**src/rtl/lsu_mem_ctrl_pkg.sv**
```systemverilog
// Shared types and constants for the load/store controller: data widths,
// RV32I load/store size codes, controller states and request-decode helpers.
package lsu_mem_ctrl_pkg;

  localparam int unsigned CPU_WIDTH           = 32;
  localparam int unsigned DATA_MEM_ADDR_WIDHT = 12;

  localparam logic [2:0] LSU_LB  = 3'b000;
  localparam logic [2:0] LSU_LH  = 3'b001;
  localparam logic [2:0] LSU_LW  = 3'b010;
  localparam logic [2:0] LSU_LBU = 3'b100;
  localparam logic [2:0] LSU_LHU = 3'b101;

  localparam logic [2:0] LSU_SB  = 3'b000;
  localparam logic [2:0] LSU_SH  = 3'b001;
  localparam logic [2:0] LSU_SW  = 3'b010;

  typedef enum logic [2:0] {
    LSU_IDLE,
    LSU_RD,
    LSU_LD_RSP,
    LSU_ST_MRG,
    LSU_ST_WR,
    LSU_ERR
  } lsu_state_e;

  // Stores only know b/h/w; loads additionally know bu/hu.
  function automatic logic lsu_f3_illegal(input logic we, input logic [2:0] f3);
    logic bad;
    if (we) bad = f3[2] || (f3[1:0] == 2'b11);
    else    bad = (f3 == 3'b011) || (f3 == 3'b110) || (f3 == 3'b111);
    return bad;
  endfunction

  // Halfwords need even addresses, words need word-aligned addresses.
  function automatic logic lsu_misaligned(input logic [2:0] f3, input logic [1:0] lo);
    logic bad;
    case (f3[1:0])
      2'b01:   bad = lo[0];
      2'b10:   bad = (lo != 2'b00);
      default: bad = 1'b0;
    endcase
    return bad;
  endfunction

endpackage

```
**src/rtl/lsu_mem_ctrl_align.sv**
```systemverilog
// Lane steering for the load/store controller: extracts and extends load
// data from the memory word, and merges sub-word store data into it.
module lsu_align #(
  parameter int unsigned CPU_WIDTH = lsu_mem_ctrl_pkg::CPU_WIDTH
) (
  input  logic [2:0]           funct3_i,
  input  logic [1:0]           addr_lo_i,
  input  logic [CPU_WIDTH-1:0] rdata_i,
  input  logic [CPU_WIDTH-1:0] wdata_i,
  output logic [CPU_WIDTH-1:0] ld_data_o,
  output logic [CPU_WIDTH-1:0] st_data_o
);
  import lsu_mem_ctrl_pkg::*;

  logic [7:0]  byte_v;
  logic [15:0] half_v;

  // Select the addressed byte/half lane and sign- or zero-extend it.
  always_comb begin
    byte_v = rdata_i[{addr_lo_i, 3'b000} +: 8];
    half_v = rdata_i[{addr_lo_i[1], 4'b0000} +: 16];
    case (funct3_i)
      LSU_LB:  ld_data_o = {{(CPU_WIDTH-8){byte_v[7]}}, byte_v};
      LSU_LH:  ld_data_o = {{(CPU_WIDTH-16){half_v[15]}}, half_v};
      LSU_LW:  ld_data_o = rdata_i;
      LSU_LBU: ld_data_o = {{(CPU_WIDTH-8){1'b0}}, byte_v};
      LSU_LHU: ld_data_o = {{(CPU_WIDTH-16){1'b0}}, half_v};
      default: ld_data_o = '0;
    endcase
  end

  // Overlay the store lane onto the word read back from memory.
  always_comb begin
    st_data_o = rdata_i;
    case (funct3_i)
      LSU_SB:  st_data_o[{addr_lo_i, 3'b000} +: 8]     = wdata_i[7:0];
      LSU_SH:  st_data_o[{addr_lo_i[1], 4'b0000} +: 16] = wdata_i[15:0];
      default: st_data_o = wdata_i;
    endcase
  end

endmodule

```
**src/rtl/lsu_mem_ctrl.sv**
```systemverilog
// Load/store controller between the MEM stage and the word-wide data memory.
// One request per handshake; sub-word stores are done as read-modify-write.
module lsu_mem_ctrl #(
  parameter int unsigned CPU_WIDTH = lsu_mem_ctrl_pkg::CPU_WIDTH,
  parameter int unsigned MEM_AW    = lsu_mem_ctrl_pkg::DATA_MEM_ADDR_WIDHT
) (
  input  logic                 clk,
  input  logic                 rst_n,
  input  logic                 req_valid_i,
  output logic                 req_ready_o,
  input  logic                 req_we_i,
  input  logic [2:0]           req_funct3_i,
  input  logic [CPU_WIDTH-1:0] req_addr_i,
  input  logic [CPU_WIDTH-1:0] req_wdata_i,
  output logic                 resp_valid_o,
  output logic                 resp_err_o,
  output logic [CPU_WIDTH-1:0] resp_rdata_o,
  output logic [CPU_WIDTH-1:0] mem_addr_o,
  output logic                 mem_wr_en_o,
  output logic [CPU_WIDTH-1:0] mem_wdata_o,
  input  logic [CPU_WIDTH-1:0] mem_rdata_i
);
  import lsu_mem_ctrl_pkg::*;

  lsu_state_e           state_q, state_d;
  logic                 we_q, we_d;
  logic [2:0]           funct3_q, funct3_d;
  logic [CPU_WIDTH-1:0] addr_q, addr_d;
  logic [CPU_WIDTH-1:0] wdata_q, wdata_d;
  logic [CPU_WIDTH-1:0] ld_data;
  logic [CPU_WIDTH-1:0] st_data;

  lsu_align #(.CPU_WIDTH(CPU_WIDTH)) u_align (
    .funct3_i  (funct3_q),
    .addr_lo_i (addr_q[1:0]),
    .rdata_i   (mem_rdata_i),
    .wdata_i   (wdata_q),
    .ld_data_o (ld_data),
    .st_data_o (st_data)
  );

  // Bits above MEM_AW are not decoded by the memory but are passed through.
  assign mem_addr_o = {addr_q[CPU_WIDTH-1:MEM_AW], addr_q[MEM_AW-1:2], 2'b00};

  // State and request registers; reset drops the write strobe immediately.
  always_ff @(posedge clk or negedge rst_n) begin
    if (!rst_n) begin
      state_q  <= LSU_IDLE;
      we_q     <= 1'b0;
      funct3_q <= '0;
      addr_q   <= '0;
      wdata_q  <= '0;
    end else begin
      state_q  <= state_d;
      we_q     <= we_d;
      funct3_q <= funct3_d;
      addr_q   <= addr_d;
      wdata_q  <= wdata_d;
    end
  end

  // Next-state, request capture and state-decoded outputs.
  always_comb begin
    state_d      = state_q;
    we_d         = we_q;
    funct3_d     = funct3_q;
    addr_d       = addr_q;
    wdata_d      = wdata_q;
    req_ready_o  = 1'b0;
    resp_valid_o = 1'b0;
    resp_err_o   = 1'b0;
    resp_rdata_o = '0;
    mem_wr_en_o  = 1'b0;
    mem_wdata_o  = '0;
    case (state_q)
      LSU_IDLE: begin
        req_ready_o = 1'b1;
        if (req_valid_i) begin
          we_d     = req_we_i;
          funct3_d = req_funct3_i;
          addr_d   = req_addr_i;
          wdata_d  = req_wdata_i;
          if (lsu_f3_illegal(req_we_i, req_funct3_i) ||
              lsu_misaligned(req_funct3_i, req_addr_i[1:0]))
            state_d = LSU_ERR;
          else if (req_we_i && (req_funct3_i == LSU_SW))
            state_d = LSU_ST_WR;
          else
            state_d = LSU_RD;
        end
      end
      LSU_RD: begin
        state_d = we_q ? LSU_ST_MRG : LSU_LD_RSP;
      end
      LSU_LD_RSP: begin
        resp_valid_o = 1'b1;
        resp_rdata_o = ld_data;
        state_d      = LSU_IDLE;
      end
      LSU_ST_MRG: begin
        mem_wr_en_o  = 1'b1;
        mem_wdata_o  = st_data;
        resp_valid_o = 1'b1;
        state_d      = LSU_IDLE;
      end
      LSU_ST_WR: begin
        mem_wr_en_o  = 1'b1;
        mem_wdata_o  = wdata_q;
        resp_valid_o = 1'b1;
        state_d      = LSU_IDLE;
      end
      LSU_ERR: begin
        resp_valid_o = 1'b1;
        resp_err_o   = 1'b1;
        state_d      = LSU_IDLE;
      end
      default: state_d = LSU_IDLE;
    endcase
  end

endmodule

```
**config.mk**
```make
export PLATFORM = sky130hd
export DESIGN_NAME = lsu_mem_ctrl
export DESIGN_NICKNAME = d
export VERILOG_FILES = /design/src/rtl/lsu_mem_ctrl_pkg.sv /design/src/rtl/lsu_mem_ctrl_align.sv /design/src/rtl/lsu_mem_ctrl.sv
export SDC_FILE = /design/constraint.sdc
export NUM_CORES = 1
export LEC_CHECK = 0
export CORE_MARGIN = 5
export CORE_UTILIZATION = 25
export DETAILED_ROUTE_END_ITERATION = 8
export DONT_BUFFER_PORTS = 1
export GPL_TIMING_DRIVEN = 0
export PLACE_DENSITY = 0.42
export SLEW_MARGIN = 20
export SYNTH_ARGS = -nofsm -noshare
export SYNTH_HDL_FRONTEND = slang
export SYNTH_SLANG_ARGS = --single-unit
```
**constraint.sdc**
```tcl
create_clock -name clk -period 4.5 [get_ports clk]
set_clock_uncertainty 0.1 [all_clocks]
set_input_delay 0.225 -clock clk [delete_from_list [all_inputs] [get_ports clk]]
set_output_delay 0.225 -clock clk [all_outputs]
set_load 0.01 [all_outputs]
```
Yosys cells after proc, flatten, opt, wreduce, memory -nomap -nowiden
Cells that the tools add are included.
{ "totals": {"regBits": 71, "latch_bits": 0, "ram_bits": 0, "romBits": 0, "in_bits": 103, "elab_cells": 62, "mem_count": 0} }
{ "classes": {"addsub": 2, "mul": 0, "n_div": 0, "order_cmp": 0, "n_eq_ne": 17, "shift": 6, "mux": 21, "bitwise_logic": 0, "reduce_logical": 11} }
{ "ops": {"columns": ["op", "n"], "rows": [
  ["$pmux 32 s5", 1],
  ["$pmux 32 s2", 2],
  ["$bwmux 32", 2],
  ["$mux 32", 1],
  ["$shift 16x7->32 const A", 1],
  ["$shift 8x7->32 const A", 1],
  ["$shiftx 16x7->32", 1],
  ["$shiftx 32x6->16", 1],
  ["$shiftx 32x6->8", 1],
  ["$shiftx 8x7->32", 1],
  ["$eq 3x3->1 const B", 6],
  ["$eq 3x2->1 const B", 5],
  ["$neg 5->7", 2],
  ["$mux 1", 10],
  ["$mux 3", 3],
  ["$eq 3x1->1 const B", 2],
  ["$logic_not 3->1", 2],
  ["$pmux 3 s2", 1],
  ["$eq 2x2->1 const B", 2],
  ["$logic_or 1x1->1", 4],
  ["$reduce_or 4->1", 1],
  ["$eq 2x1->1 const B", 1],
  ["$ne 2x2->1 const B", 1],
  ["$pmux 1 s2", 1],
  ["4 further kinds", 4]
]} }

Longest topological paths before layout
Gate-level depths: netlist of the first run.
{ "depth": {"depth_word": 10, "ltp_mapped": 8} }

Hierarchy
A second synthesis of the first run with hierarchy kept.
{ "unflattened": {"hier_cells": 556, "hier_area_um2": 5519.0} }
{ "by_module_without_submodules": {"columns": ["module", "instances", "cells_each", "area_each_um2"], "rows": [
  ["lsu_mem_ctrl", 1, 280, 3578.4],
  ["lsu_align", 1, 276, 1940.6]
]} }

Worst setup path before layout of the first run
Ideal clock, no wire load.
{ "synth_timing": {"kind": "register to output", "startpoint": "register addr_q[0]", "endpoint": "output mem_wdata_o[23]", "arrival_ps": 1993, "required_ps": 4175, "setup_slack_ps": 2182, "path_stages_with_launch": 8, "cell_sequence": "dfrtp_1 buf_2 inv_1 ha_1 nor4b_4 and2_1 a222oi_1 o21ai_0"} }
{ "synth_between": {"elab_chain_len": 5} }
{ "synth_lines": {"columns": ["item", "line", "text"], "rows": [
  ["start: declaration", "lsu_mem_ctrl.sv:28", "logic [CPU_WIDTH-1:0] addr_q, addr_d;"],
  ["start signal: assignment", "lsu_mem_ctrl.sv:57", "addr_q <= addr_d;"],
  ["$neg 5->7 (*)", "lsu_mem_ctrl_align.sv:36", "LSU_SB: st_data_o[{addr_lo_i, 3'b000} +: 8] = wdata_i[7:0];"],
  ["$shiftx 8x7->32 / $shift 8x7->32 (equally long branches)", "lsu_mem_ctrl_align.sv:36", null],
  ["$bwmux 32 (*)", "lsu_mem_ctrl_align.sv:36", null],
  ["$pmux 32 s2 (*)", "lsu_mem_ctrl_align.sv:35", "case (funct3_i)"],
  ["$pmux 32 s2 (*)", "lsu_mem_ctrl.sv:75", "case (state_q)"],
  ["end: declaration", "lsu_mem_ctrl.sv:20", "output logic [CPU_WIDTH-1:0] mem_wdata_o,"]
]} }
Every way passes the cells marked *; elsewhere a longest branch is shown, timed or not.

Worst setup path after layout of the first run
Ends and elaborated chain as after synthesis.

==> results of run 1 <==
## path summary, 6_finish.rpt
path | cells past startpoint | slack [ps] | endpoint | start
hold reg to reg | 1 | 410 | addr_q[6] | addr_q[6]
setup reg to reg | 5 | 2410 | wdata_q[5] | state_q[0]
max in group asynchronous | 2 | 3650 | addr_q[4] | rst_n
hold / removal | 2 | 80 | state_q[2] | req_funct3_i[2]
min in group asynchronous | 2 | 350 | we_q | rst_n
setup / recovery | 7 | 1230 | mem_wdata_o[23] | addr_q[0]
## cells in the mapped netlist, types with 2 or more instances
cell type	number	area share [%]
a22oi_1	8	1.2
o32a_1	5	1.0
clkbuf_2	3	0.30
buf_2	9	0.91
o21ai_2	2	0.35
nor4b_1	2	0.35
a211oi_2	2	0.51
a221oi_1	6	1.1
a221o_1	16	3.2
nor3_1	4	0.41
nor3b_1	5	0.76
inv_1	5	0.38
mux2_2	73	17
o21ai_0	7	0.71
mux2_1	6	1.4
buf_6	4	0.91
buf_4	43	6.5
and2_1	2	0.25
buf_1	3	0.23
or3_1	2	0.25
a21oi_1	49	5.0
a22o_1	16	2.8
and3_1	5	0.63
a222oi_1	9	1.8
nand3_1	7	0.71
mux2i_1	11	2.2
nor2b_1	9	1.1
nand2_1	25	1.9
ha_1	8	2.0
nor2_1	28	2.1
clkbuf_1	5	0.38
nand2b_1	3	0.38
a21o_1	4	0.61
dfrtp_1	71	36
## metrics by stage
step | hold WS [ps] | power (mW) | util [%] | std cells
6_report | 83.1 | 4.34 | 32.6 | 832
3_5_place_dp | -168 | 3.46 | 27.1 | 744
4_1_cts | 62.8 | 4.38 | 32.6 | 830
5_1_grt | 85.2 | 4.63 | 32.6 | 832
2_1_floorplan | -171 | 2.92 | - | 479
3_3_place_gp | -168 | 3.41 | 27.1 | 744
## flip-flops by register name, indices dropped and copies added (netlist names)
signal	count
we_q	1
state_q	3
wdata_q	32
funct3_q	3
addr_q	32
## placed cells by master, fill, tap and decap left out, drive strengths merged, types with 3 or more instances in the layout
cell type / instances
a21o: 4
a21oi: 49
a221o: 16
a221oi: 7
a222oi: 9
a22o: 16
a22oi: 8
and3: 5
buf: 60
bufinv: 3
clkbuf: 18
clkinv: 3
dfrtp: 71
dlygate4sd3: 69
ha: 8
inv: 5
mux2: 79
mux2i: 11
nand2: 25
nand2b: 3
nand3: 8
nor2: 29
nor2b: 9
nor3: 5
nor3b: 6
nor4b: 3
o21ai: 10
o32a: 5
## layer usage
metal  GRT usage [%]  wire [um]  vias up
li1                -          -     1933
met1            20.0       7940     2039
met2            26.0       8620      188
met3            5.21       1790       12
met4            3.98        218        0
met5               0          0        -
## logic make-up (layout without fill, tap and decap cells)
family          Yosys count  count (layout)
flops                    71              71
other cells               1               4
mux                      91              91
buf+inv                  73             159
compound gates          128             128
xor+xnor                  1               1
simple gates            104             104
fa+ha+maj                 9               9
## power breakdown
group | internal (mW) | leakage, nW | switching, mW
Sequential | 0.966 | 0.837 | 0.297
Clock | 0.555 | 0.168 | 0.269
Combinational | 1.05 | 1.56 | 1.20
## layout make-up
class                      count  area, um2  share of cell area (%)
antenna                        2       5.00                  0.0789
buffer                        67        458                    7.22
clock buffer                  10        239                    3.77
clock inverter                 6        108                    1.70
inverter                       6       22.5                   0.355
multi-input combinational    335       2690                    42.3
sequential                    71       1780                    28.0
tap                          265        332                    5.23
timing repair buffer          70        718                    11.3
## what timing repair did
item | in CTS | in global routing
gates resized for setup | 0 | 0
endpoints found under the hold margin | 139 | 0
hold buffers | 70 | 0
==> flow_summary.yaml, run 1 <==
global_routing:
  grt_pass1_wl_um: 27300
  grt_overflow: 0
  grt_pass1_vias: 4399
  antenna_found_initial: 2
  grt_max_degree: 72
  track_usage_pct: 15.8
sta:
  setup_slack_ps: 1230
  period_minus_slack_ps: 3270
  setup_viol: 0
  rsz0062_at_grt: "false"
  maxSlewHeadroom_pct: 42.1
  worst_slew_pin_slew_ps: 866
  setup_tns_ps: 0
  fmax_mhz: 305
  fin_crit_sh_pct: 72.8
  slew_viol_final: 0
  hold_viol_final: 0
logic_synthesis:
  seq_area_frac_synth_pct: 36.0
  synth-simple-area-share_pct: 12.0
  synth_fa_ha_area_share_pct: 2.23
  synth-edff-count: 0
  ys.flop_type: "dfrtp_1"
  synthXorXnorAreaFrac_pct: 0.177
  avgSynthCellArea_um2: 10.3
  synth_top_family_by_area: "multiplexers"
  synthArstFlopShare_pct: 100
  synth_seq_cells: 71
  synthCells: 478
  syn_area_um2: 4940
  synth_cell_types: 55
  synth.area.mux_share_pct: 20.7
  synth_compound_area_share_pct: 19.1
  synth_warnings: 0
critical_path:
  path_cells: "buf_2 > inv_1 > ha_1 > nor4b_4 > and2_1 > a222oi_1 > o21ai_0"
  critical_path_class: "reg -> out"
  arrival_ps: 2950
  cp_max_fo: 10
  max_stage_delay_ps: 490
  endpoint_kind: "output pin"
  worstPathRequired_ps: 4180
  crit_buf_inv: 2
  path_delay_family: "simple AND/OR/NAND/NOR gates"
  startpoint_type: "flop"
  slowest_stage: "o21ai_0"
die:
  die_w_um: 151
  initial_core_util_pct: 25.4
  io-pin-count: 203
  die_h_um: 151
  rows: 51
  dieArea_um2: 22700
  coreArea_um2: 19500
power:
  irDropWorstVdd_uv: 348
  p_leak_nw: 2.56
  powerDensity_nw_per_um2: 683
worst_hold_path:
  hold_class: "in -> reg"
route:
  via_per_inst: 5.01
  vias: 4172
  drt_iter0_drc: 186
  post_drt_wl_per_cell_um: 22.3
  wl_um: 18600
  drc: 0
  dr.pass1.iters: 5
  antenna_left: 0
cts:
  clockBufferDepth: 2
  clkTransAtPathRegs_ps: 60
  cts_tree: "yes"
  htreeDepth: 3
  cts.sink_count: 71
  clkLatencyLatePin_ps: 330
  cts_setup_buffers: 0
  cts_root_buf: "clkbuf_16"
  cts_made_buffers: 9
placement:
  portBuffers: 0
  place_worst_setup_slack_ps: 1550
  placed_area_um2: 5270
  hpwl_um: 14700
  globalplace.congestion: 0.825
cells_and_area:
  syn_to_final_growth_pct: 28.5
  final_area_um2: 6340
  fillers: 1987
  nNetsFinal: 671
  drive_gt1_share_pct: 28.8
run:
  maxCapViolations: 0
run_status:
  status: "finished, final reports clean"
No activity file was read; power rests on OpenSTA's default activity.
==> run 2: changes to the inputs <==
--- a/config.mk
+++ b/config.mk
@@ -10,7 +10,7 @@
 export DETAILED_ROUTE_END_ITERATION = 8
 export DONT_BUFFER_PORTS = 1
 export GPL_TIMING_DRIVEN = 0
-export PLACE_DENSITY = 0.42
+export PLACE_DENSITY = 0.44
 export SLEW_MARGIN = 20
 export SYNTH_ARGS = -nofsm -noshare
 export SYNTH_HDL_FRONTEND = slang
==> constraint.sdc (replaced) <==
create_clock -name clk -period 3 [get_ports clk]
set_clock_uncertainty 0.1 [all_clocks]
set_input_delay 0.15 -clock clk [delete_from_list [all_inputs] [get_ports clk]]
set_output_delay 0.15 -clock clk [all_outputs]
set_load 0.01 [all_outputs]
==> run 2 against run 1 <==
  * Sequential share of layout area fell by 0.19 points
  * Critical path type unchanged
  * Global-route usage increased by 0.46 points
  * Power increased by 49%
==> flow_summary.yaml, run 2 (same netlist as run 1, synthesis figures left out) <==
die:
  initial_core_util_pct: 25.4
  die_h_um: 151
  die_w_um: 151
  coreArea_um2: 19500
  rows: 51
  io-pin-count: 203
  dieArea_um2: 22700
cells_and_area:
  reg_top3: "addr_q: 32 flops, wdata_q: 32 flops"
  most-common-layout-cells: "mux2_2, dfrtp_1, dlygate4sd3_1"
  drive_gt1_share_pct: 30.8
  fin_util_pct: 32.8
  final_common_cell: "mux2_2"
  nNetsFinal: 675
  syn_to_final_growth_pct: 29.3
  n_antenna_cell: 0
power:
  powerDensity_nw_per_um2: 1010
  power_mw: 6.46
  p_leak_nw: 2.57
  irDropWorstVdd_uv: 404
route:
  wl_um: 18900
  post_drt_wl_per_cell_um: 22.7
  antenna_left: 0
  via_per_inst: 5.12
  vias: 4273
  drt_iter0_drc: 229
  dr.pass1.iters: 5
  drc: 0
sta:
  worst_slew_pin_slew_ps: 888
  worst_hold_slack_ps: 41.8
  hold_viol_final: 0
  maxSlewHeadroom_pct: 40.7
  setup_slack_ps: 212
  slew_viol_final: 0
  fmax_mhz: 359
  setup_tns_ps: 0
  rsz0062_at_grt: "false"
  fin_crit_sh_pct: 92.9
  period_minus_slack_ps: 2790
  setup_viol: 0
critical_path:
  crit_buf_inv: 2
  cp.depth: 7
  critical_path_class: "reg -> out"
  endpoint_kind: "output pin"
  worstPathRequired_ps: 2750
  path_delay_family: "compound AO/OA/AOI/OAI gates"
  startpoint_type: "flop"
  cp_max_fo: 10
  slowest_stage: "dfrtp_1"
  arrival_ps: 2540
  path_cells: "buf_4 > clkinvlp_4 > ha_2 > nor4b_1 > a211oi_2 > o21ai_4 > a22o_1"
  max_stage_delay_ps: 380
  reg2regPathDepth: 5
global_routing:
  antenna_found_initial: 1
  grt_pass1_vias: 4525
  grt_overflow: 0
  track_usage_pct: 16.3
  grt_pass1_wl_um: 28100
  grt_max_degree: 72
worst_hold_path:
  whs_path_depth: 2
  hold_class: "in -> reg"
placement:
  globalplace.congestion: 0.844
  place_worst_setup_slack_ps: 87.1
  portBuffers: 0
  hpwl_um: 14700
cts:
  clkLatencyLatePin_ps: 320
  cts_root_buf: "clkbuf_16"
  cts.sink_count: 71
  htreeDepth: 3
  clkTransAtPathRegs_ps: 60
  clockBufferDepth: 2
  cts_made_buffers: 9
  cts_tree: "yes"
run_status:
  status: "finished, final reports clean"
run:
  maxCapViolations: 0
## run 2: cell type report
type	instances	area, um2
Buffer	66	457
Clock buffer	13	250
Clock inverter	3	42.5
Fill cell	2005	13100
Inverter	6	26.3
Multi-Input combinational cell	335	2740
Sequential cell	71	1780
Tap cell	265	332
Timing Repair Buffer	75	758
## run 2: what timing repair did
action                                  in CTS  in global routing
pin swaps                                    0                  1
resized for setup                            6                 10
endpoints found under the setup margin      14                 32
hold endpoints to repair                   141                  0
buffers inserted                             2                  2
hold buffers                                71                  0
## run 2: through the flow
step                instance area [um2]  cells
floorplan                          4940    479
global placement                   5270    744
detailed placement                 5270    744
CTS                                6340    833
global route                       6390    834
finish                             6390    834
## run 2: worst paths after layout
check,endpoint,start,slack (ps)
max,mem_wdata_o[5],addr_q[0],210
min,state_q[2],req_funct3_i[1],40
max reg2reg,wdata_q[2],state_q[0],960
min reg2reg,wdata_q[18],wdata_q[18],400
max in group asynchronous,wdata_q[24],rst_n,2210
min in group asynchronous,addr_q[16],rst_n,300
## run 2: power breakdown
part           internal, mW  switching (mW)  total (mW)
Sequential             1.45           0.450        1.90
Combinational          1.64            1.86        3.50
Clock                 0.666           0.391        1.06
Total                  3.75            2.70        6.46
## run 2: routing by layer
layer | global-route usage, % | vias up | share of wire [%] | wire length [um]
li1 | - | 1941 | - | -
met2 | 26.6 | 223 | 47 | 8810
met4 | 3.93 | 2 | 1.0 | 196
met1 | 20.2 | 2092 | 42 | 7960
met5 | 0 | - | 0.037 | 7
met3 | 6.17 | 15 | 10 | 1970
